File: src/rtl/accumulator_control_pkg.sv
// Shared definitions for the accumulator CPU controller: opcode encodings,
// ALU function selects, FSM states and the decoded control word.
package opcodes;

   localparam logic [3:0] NOP   = 4'd0;
   localparam logic [3:0] JMP   = 4'd1;
   localparam logic [3:0] JMPZ  = 4'd2;
   localparam logic [3:0] JMPNZ = 4'd3;
   localparam logic [3:0] LDA   = 4'd4;
   localparam logic [3:0] ADD   = 4'd5;
   localparam logic [3:0] SUB   = 4'd6;
   localparam logic [3:0] AND   = 4'd7;
   localparam logic [3:0] OR    = 4'd8;
   localparam logic [3:0] NOT   = 4'd9;
   localparam logic [3:0] LSL   = 4'd10;
   localparam logic [3:0] LSR   = 4'd11;
   localparam logic [3:0] STA   = 4'd15;

   typedef enum logic [3:0] {
      FnACC = 4'd0,
      FnMem = 4'd1,
      FnADD = 4'd2,
      FnSUB = 4'd3,
      FnAND = 4'd4,
      FnOR  = 4'd5,
      FnNOT = 4'd6,
      FnLSL = 4'd7,
      FnLSR = 4'd8
   } alu_functions_t;

   typedef enum logic [1:0] {
      FETCH   = 2'd0,
      EXECUTE = 2'd1,
      HALT    = 2'd2
   } ctrl_state_t;

   // EXECUTE-phase strobes before completion gating by the FSM.
   typedef struct packed {
      alu_functions_t alu_fn;
      logic           mem_read;
      logic           mem_write;
      logic           acc_load;
      logic           pc_load;
      logic           illegal;
   } ctrl_word_t;

endpackage

File: src/rtl/accumulator_control_instr_decoder.sv
// Combinational opcode decode: maps Opcode and AccZero to the EXECUTE control
// word; opcodes 12-14 decode as illegal.
module instr_decoder
   import opcodes::*;
(
   input  logic [3:0] i_opcode,
   input  logic       i_acc_zero,
   output ctrl_word_t o_cw
);

   always_comb begin
      o_cw        = '0;
      o_cw.alu_fn = FnACC;
      case (i_opcode)
         NOP:   ;
         JMP:   o_cw.pc_load = 1'b1;
         JMPZ:  o_cw.pc_load = i_acc_zero;
         JMPNZ: o_cw.pc_load = ~i_acc_zero;
         LDA, ADD, SUB, AND, OR: begin
            o_cw.mem_read = 1'b1;
            o_cw.acc_load = 1'b1;
            case (i_opcode)
               LDA:     o_cw.alu_fn = FnMem;
               ADD:     o_cw.alu_fn = FnADD;
               SUB:     o_cw.alu_fn = FnSUB;
               AND:     o_cw.alu_fn = FnAND;
               default: o_cw.alu_fn = FnOR;
            endcase
         end
         NOT: begin
            o_cw.alu_fn   = FnNOT;
            o_cw.acc_load = 1'b1;
         end
         LSL: begin
            o_cw.alu_fn   = FnLSL;
            o_cw.acc_load = 1'b1;
         end
         LSR: begin
            o_cw.alu_fn   = FnLSR;
            o_cw.acc_load = 1'b1;
         end
         STA:   o_cw.mem_write = 1'b1;
         default: o_cw.illegal = 1'b1;
      endcase
   end

endmodule

File: src/rtl/accumulator_control.sv
// Instruction-sequencing FSM for the accumulator CPU. Define
// CONTROL_MEMREADY_EN to add the i_mem_ready port and stretch memory cycles.
//
// state   | meaning
// FETCH   | read instruction at PC into IR (only when i_run)
// EXECUTE | perform decoded opcode, retire on completion
// HALT    | illegal opcode seen; exit only via reset
module accumulator_control
   import opcodes::*;
#(
   parameter int CNT_W = 16
) (
   input  logic             i_clock,
   input  logic             i_reset,
   input  logic             i_run,
   input  logic [3:0]       i_opcode,
   input  logic             i_acc_zero,
`ifdef CONTROL_MEMREADY_EN
   input  logic             i_mem_ready,
`endif
   output logic             o_addr_sel,
   output logic             o_mem_read,
   output logic             o_mem_write,
   output logic             o_ir_load,
   output logic             o_pc_inc,
   output logic             o_pc_load,
   output logic             o_acc_load,
   output alu_functions_t   o_alu_fn,
   output logic             o_halted,
   output logic [CNT_W-1:0] o_instr_count
);

   ctrl_state_t      r_state;
   ctrl_state_t      w_next_state;
   logic [CNT_W-1:0] r_instr_count;
   ctrl_word_t       w_cw;
   logic             w_mem_ok;
   logic             w_access;
   logic             w_retire;

   instr_decoder u_decoder (
      .i_opcode   (i_opcode),
      .i_acc_zero (i_acc_zero),
      .o_cw       (w_cw)
   );

`ifdef CONTROL_MEMREADY_EN
   assign w_mem_ok = i_mem_ready;
`else
   assign w_mem_ok = 1'b1;
`endif

   assign w_access = w_cw.mem_read | w_cw.mem_write;

   always_comb begin
      w_next_state = r_state;
      w_retire     = 1'b0;
      o_addr_sel   = 1'b0;
      o_mem_read   = 1'b0;
      o_mem_write  = 1'b0;
      o_ir_load    = 1'b0;
      o_pc_inc     = 1'b0;
      o_pc_load    = 1'b0;
      o_acc_load   = 1'b0;
      o_alu_fn     = FnACC;
      o_halted     = 1'b0;
      case (r_state)
         FETCH: begin
            if (i_run) begin
               o_mem_read = 1'b1;
               if (w_mem_ok) begin
                  o_ir_load    = 1'b1;
                  o_pc_inc     = 1'b1;
                  w_next_state = EXECUTE;
               end
            end
         end
         EXECUTE: begin
            if (w_cw.illegal) begin
               w_next_state = HALT;
            end else begin
               o_alu_fn    = w_cw.alu_fn;
               o_mem_read  = w_cw.mem_read;
               o_mem_write = w_cw.mem_write;
               o_addr_sel  = w_access;
               // Load strobes fire only in the cycle the access completes.
               if (!w_access || w_mem_ok) begin
                  o_acc_load   = w_cw.acc_load;
                  o_pc_load    = w_cw.pc_load;
                  w_retire     = 1'b1;
                  w_next_state = FETCH;
               end
            end
         end
         HALT: o_halted = 1'b1;
         default: w_next_state = FETCH;
      endcase
      // Reset must silence every strobe, even though FETCH would read with i_run high.
      if (i_reset) begin
         o_addr_sel  = 1'b0;
         o_mem_read  = 1'b0;
         o_mem_write = 1'b0;
         o_ir_load   = 1'b0;
         o_pc_inc    = 1'b0;
         o_pc_load   = 1'b0;
         o_acc_load  = 1'b0;
         o_alu_fn    = FnACC;
         o_halted    = 1'b0;
      end
   end

   always_ff @(posedge i_clock or posedge i_reset) begin
      if (i_reset) begin
         r_state       <= FETCH;
         r_instr_count <= '0;
      end else begin
         r_state <= w_next_state;
         if (w_retire)
            r_instr_count <= r_instr_count + CNT_W'(1);
      end
   end

   assign o_instr_count = r_instr_count;

endmodule

File: config.mk
export PLATFORM = sky130hd
export DESIGN_NAME = accumulator_control
export DESIGN_NICKNAME = d
export VERILOG_FILES = /design/src/rtl/accumulator_control_pkg.sv /design/src/rtl/accumulator_control_instr_decoder.sv /design/src/rtl/accumulator_control.sv
export SDC_FILE = /design/constraint.sdc
export NUM_CORES = 1
export LEC_CHECK = 0
export BUFFER_PORTS_ARGS = -buffer_cell sky130_fd_sc_hd__clkbuf_2
export CAP_MARGIN = 20
export CORE_UTILIZATION = 52
export DETAILED_ROUTE_END_ITERATION = 8
export PLACE_DENSITY_LB_ADDON = 0.2
export SLEW_MARGIN = 20
export SYNTH_ARGS = -nofsm -noshare
export SYNTH_HDL_FRONTEND = slang
export SYNTH_SLANG_ARGS = --single-unit
export TNS_END_PERCENT = 100
File: constraint.sdc
create_clock -name i_clock -period 2.8 [get_ports i_clock]
set_clock_uncertainty 0.2 [all_clocks]
set_input_delay 0.14 -clock i_clock [delete_from_list [all_inputs] [get_ports i_clock]]
set_output_delay 0.14 -clock i_clock [all_outputs]
set_load 0.03 [all_outputs]
==> results.md <==
* Run status: complete, no violations
* Share of the synthesized netlist area taken by xor and xnor gates at roughly 15%
* Least-Margin Pin Slew at ~0.37 ns
* Largest driver fanout on the critical path at 19
* Detailed-route wire length per cell at roughly 11 µm
* Arithmetic-cell share of the synthesized area counting full adders, half adders and majority gates at ~1.3%
* Detailed-route vias per instance at 5.21
* Sequential cell area fraction in the yosys report at 45.0%
* Initial DRC count at 12
* Final setup slack of the worst path at between 0.6 and 0.7 ns
* Min-Delay Path Class: input port to flip-flop
* PnR Total Power at 0.422 mW
* Fill cell count at 164
* Internal power consumption at 0.324 mW
* Share of layout cells above drive strength 1 at 32.8%
* Maximum vdd ir drop at 0.263 mV
* Synth Area per Inst at 10.2 µm²
* Simple-Gate Fraction of Synth Area at between 20% and 30%
* TritonCTS clock tree: done
* Mux share of post-synthesis cell area at approximately 2.1%
* Number of maximum-capacitance constraint violations at 0
* Final clock period utilization by the worst path at between 70% and 80%
* Vias at 844
* Longest Clk Path Bufs at 2
* Post-synthesis register bit count at 18
* Vias in the first global route at about 650
* Met2 usage at 29.0%
* Max transition margin at 75.6%
* Power density over the cells at ~340 nW/µm²
* Area of the die at between 2000 and 2500 µm²
* Required time of the worst setup path at around 2.5 ns
* Worst Setup Start Kind: input port
* Routed Antenna Nets at 0
* Path type of the worst setup path: input port to output port
* Post-synth cell types at 29
* Leakage power at slightly above 0.6 nW
* Initial cell density of the core at between 50% and 60%
* Nets at approximately 150
* Fraction of power consumed by the clock network at just under 30%
* Overall die width at between 40 and 50 µm
* Pins over their slew limit at 0
* Tmin final at 2.13 ns
* Global placer's final weighted congestion at 0.782
* Initial antenna violation count at 0
* Hold Fails Final Rpt at 0
* Resized cells post-CTS at 0
* Dominant combinational cell family by area after synthesis: simple AND/OR/NAND/NOR gates
* Unrepaired setup endpoints after global routing: false
* Fraction of the mapped netlist area in compound gates at around 7.4%
* Ys async rst share at 100%
* Number of clock sinks at 18
* Port-buffer cells at 35
* Largest net degree at the start of global routing at 20
* Worst Setup Slack post-DPL at ~1 ns
* Die outline height at approximately 46 µm
* Top-area cell type share of the netlist area at roughly 45%
* Most Crowded Layer GR: met2
* Std-Cell Rows at 15
* EDFF count, synth at 0
* Number of antenna repair diodes at 0
* Cts-stage hold buffer count at 2
* Fraction of power spent switching nets at between 20% and 30%
* First-pass GRT wire length at 2750 µm
* GR Util All Layers at between 10% and 20%
* Post-Syn Instances at a little under 100
* Final sum of negative setup slack at 0 ns
* Synthesized Nets at about 110
* Pre-antenna DRT Iters at 4
* Synthesis warning total at 0
* Clock transition at the registers of the reported paths at around 0.09 ns
* Arrival time at the worst endpoint at 1.79 ns
* Global-route congestion overflow total at 0
* Clock root buffer: sky130_fd_sc_hd__clkbuf_4
* Setup crit end kind: output port
* Drt total wl at approximately 1800 µm
* Insertion delay to the later sink of the worst-skew pair at about 0.28 ns
* Total standard cell area after synthesis at between 1000 and 1500 µm²
* Biggest area contributors in the synthesized netlist: sky130_fd_sc_hd__dfrtp_1 45%, sky130_fd_sc_hd__xnor2_1 13%, sky130_fd_sc_hd__nand4_1 6.3%, sky130_fd_sc_hd__nand2_1 4.9%, sky130_fd_sc_hd__nor2_1 3.8%
* Maximum level of the CTS H-tree at 1
* Primary flip-flop cell chosen by synthesis mapping: sky130_fd_sc_hd__dfrtp_1
* Proportion of power drawn by flip-flops and latches at between 60% and 70%
* Max Clk Rate at ~470 MHz
* Post-route DRC at 0
* Core region area at ~1800 µm²
* Met3 GRT Util at roughly 3.6%
* Met1 capacity usage during global routing at 24.6%
* TritonCTS Buffers at 3
* Cell type with the largest total area after synthesis: sky130_fd_sc_hd__dfrtp_1
* Setup repair bufs after CTS at 0
* Total net switching power at between 0.09 and 0.1 mW
* HPWL Detailed at 1410 µm
* Final setup violating endpoints at 0
* Gate power share at about 9.0%
* Top-level port count at 36
* Area Growth Syn to Fin at 23.8%
worst max-delay path, stage by stage:
cell and delay, ns:
sky130_fd_sc_hd__dlygate4sd3_1 0.53, sky130_fd_sc_hd__clkbuf_2 0.13, sky130_fd_sc_hd__inv_1 0.05, sky130_fd_sc_hd__buf_4 0.26, sky130_fd_sc_hd__nand2b_4 0.11, sky130_fd_sc_hd__o21bai_1 0.21
sky130_fd_sc_hd__o22ai_1 0.14, sky130_fd_sc_hd__clkbuf_2 0.22
worst paths after layout:
kind / startpoint / endpoint / slack [ns] / depth (start not counted)
worst max-delay path: i_reset / o_mem_read / 0.67 / 8
worst min-delay path: i_opcode[2] / r_state[1] / 0.06 / 3
worst max register to register: r_state[1] / o_instr_count[1] / 1.05 / 3
worst min register to register: o_instr_count[15] / o_instr_count[15] / 0.28 / 1
max in group asynchronous: i_reset / o_instr_count[5] / 1.96 / 4
min in group asynchronous: i_reset / o_instr_count[15] / 0.23 / 4
registers in the layout, indices dropped and copies added, names as in the netlist:
name / flops
o_instr_count: 16
r_state: 2
per-layer routing:
layer  share of wire (%)  wire, µm  vias up
met5                   0         0        -
li1                    -         -      416
met4                0.77        14        0
met1                  46       847      396
met2                  48       878       30
met3                 4.6        83        2
power groups by stage:
stage	clock (mW)	combinational [mW]	sequential, mW
after floorplan	0	0.0181	0.268
after global placement	0	0.0355	0.267
after detailed placement	0	0.0365	0.267
after CTS	0.128	0.0388	0.262
after global routing	0.137	0.0424	0.262
final	0.123	0.0382	0.261
per-stage QoR:
step | instance area, µm² | hold WS (ns) | std cells | utilization (%)
after floorplan | 1000 | -0.0890 | 98 | -
after global placement | 1200 | 0.00165 | 157 | 67.8
after detailed placement | 1200 | 0.00519 | 157 | 67.8
after CTS | 1240 | 0.0463 | 162 | 70.2
after global routing | 1240 | 0.0950 | 162 | 70.2
final | 1240 | 0.0557 | 162 | 70.2
cells in the final DEF (no fill, tap or decap), drive strengths merged:
cell type and count:
a22oi 1, a311oi 1, a31oi 1, and3 1, buf 1, clkbuf 38
dfrtp 18, dlygate4sd3 2, ha 1, inv 4, mux2 1, mux2i 1
nand2 14, nand2b 2, nand3 2, nand4 10, nor2 10, nor2b 2
nor3 2, nor3b 2, nor4 2, o21ai 1, o21bai 1, o22ai 1
or2b 1, xnor2 15, xor2 2
cells in the mapped netlist (2+ instances only):
cell type / count
sky130_fd_sc_hd__inv_1: 4
sky130_fd_sc_hd__nand2_1: 13
sky130_fd_sc_hd__nor2_1: 10
sky130_fd_sc_hd__nand3_1: 2
sky130_fd_sc_hd__nand4_1: 10
sky130_fd_sc_hd__xor2_1: 2
sky130_fd_sc_hd__nor3b_1: 2
sky130_fd_sc_hd__dfrtp_1: 18
sky130_fd_sc_hd__xnor2_1: 15
sky130_fd_sc_hd__nor3_1: 2
sky130_fd_sc_hd__nor2b_1: 2
kinds of logic after synthesis:
kind of cell	count (synthesis)
compound gates	6
xor+xnor	17
flops	18
simple gates	48
mux	2
buf+inv	6
fa+ha+maj	1
final cells by class:
cell class | count | area (µm²) | share of cell area [%]
timing repair buffer | 38 | 203 | 16.4
multi-input combinational | 74 | 517 | 41.7
sequential | 18 | 450 | 36.4
inverter | 4 | 15.0 | 1.21
clock buffer | 3 | 22.5 | 1.82
tap | 25 | 31.3 | 2.53
Power figures use the tool's default switching activity.
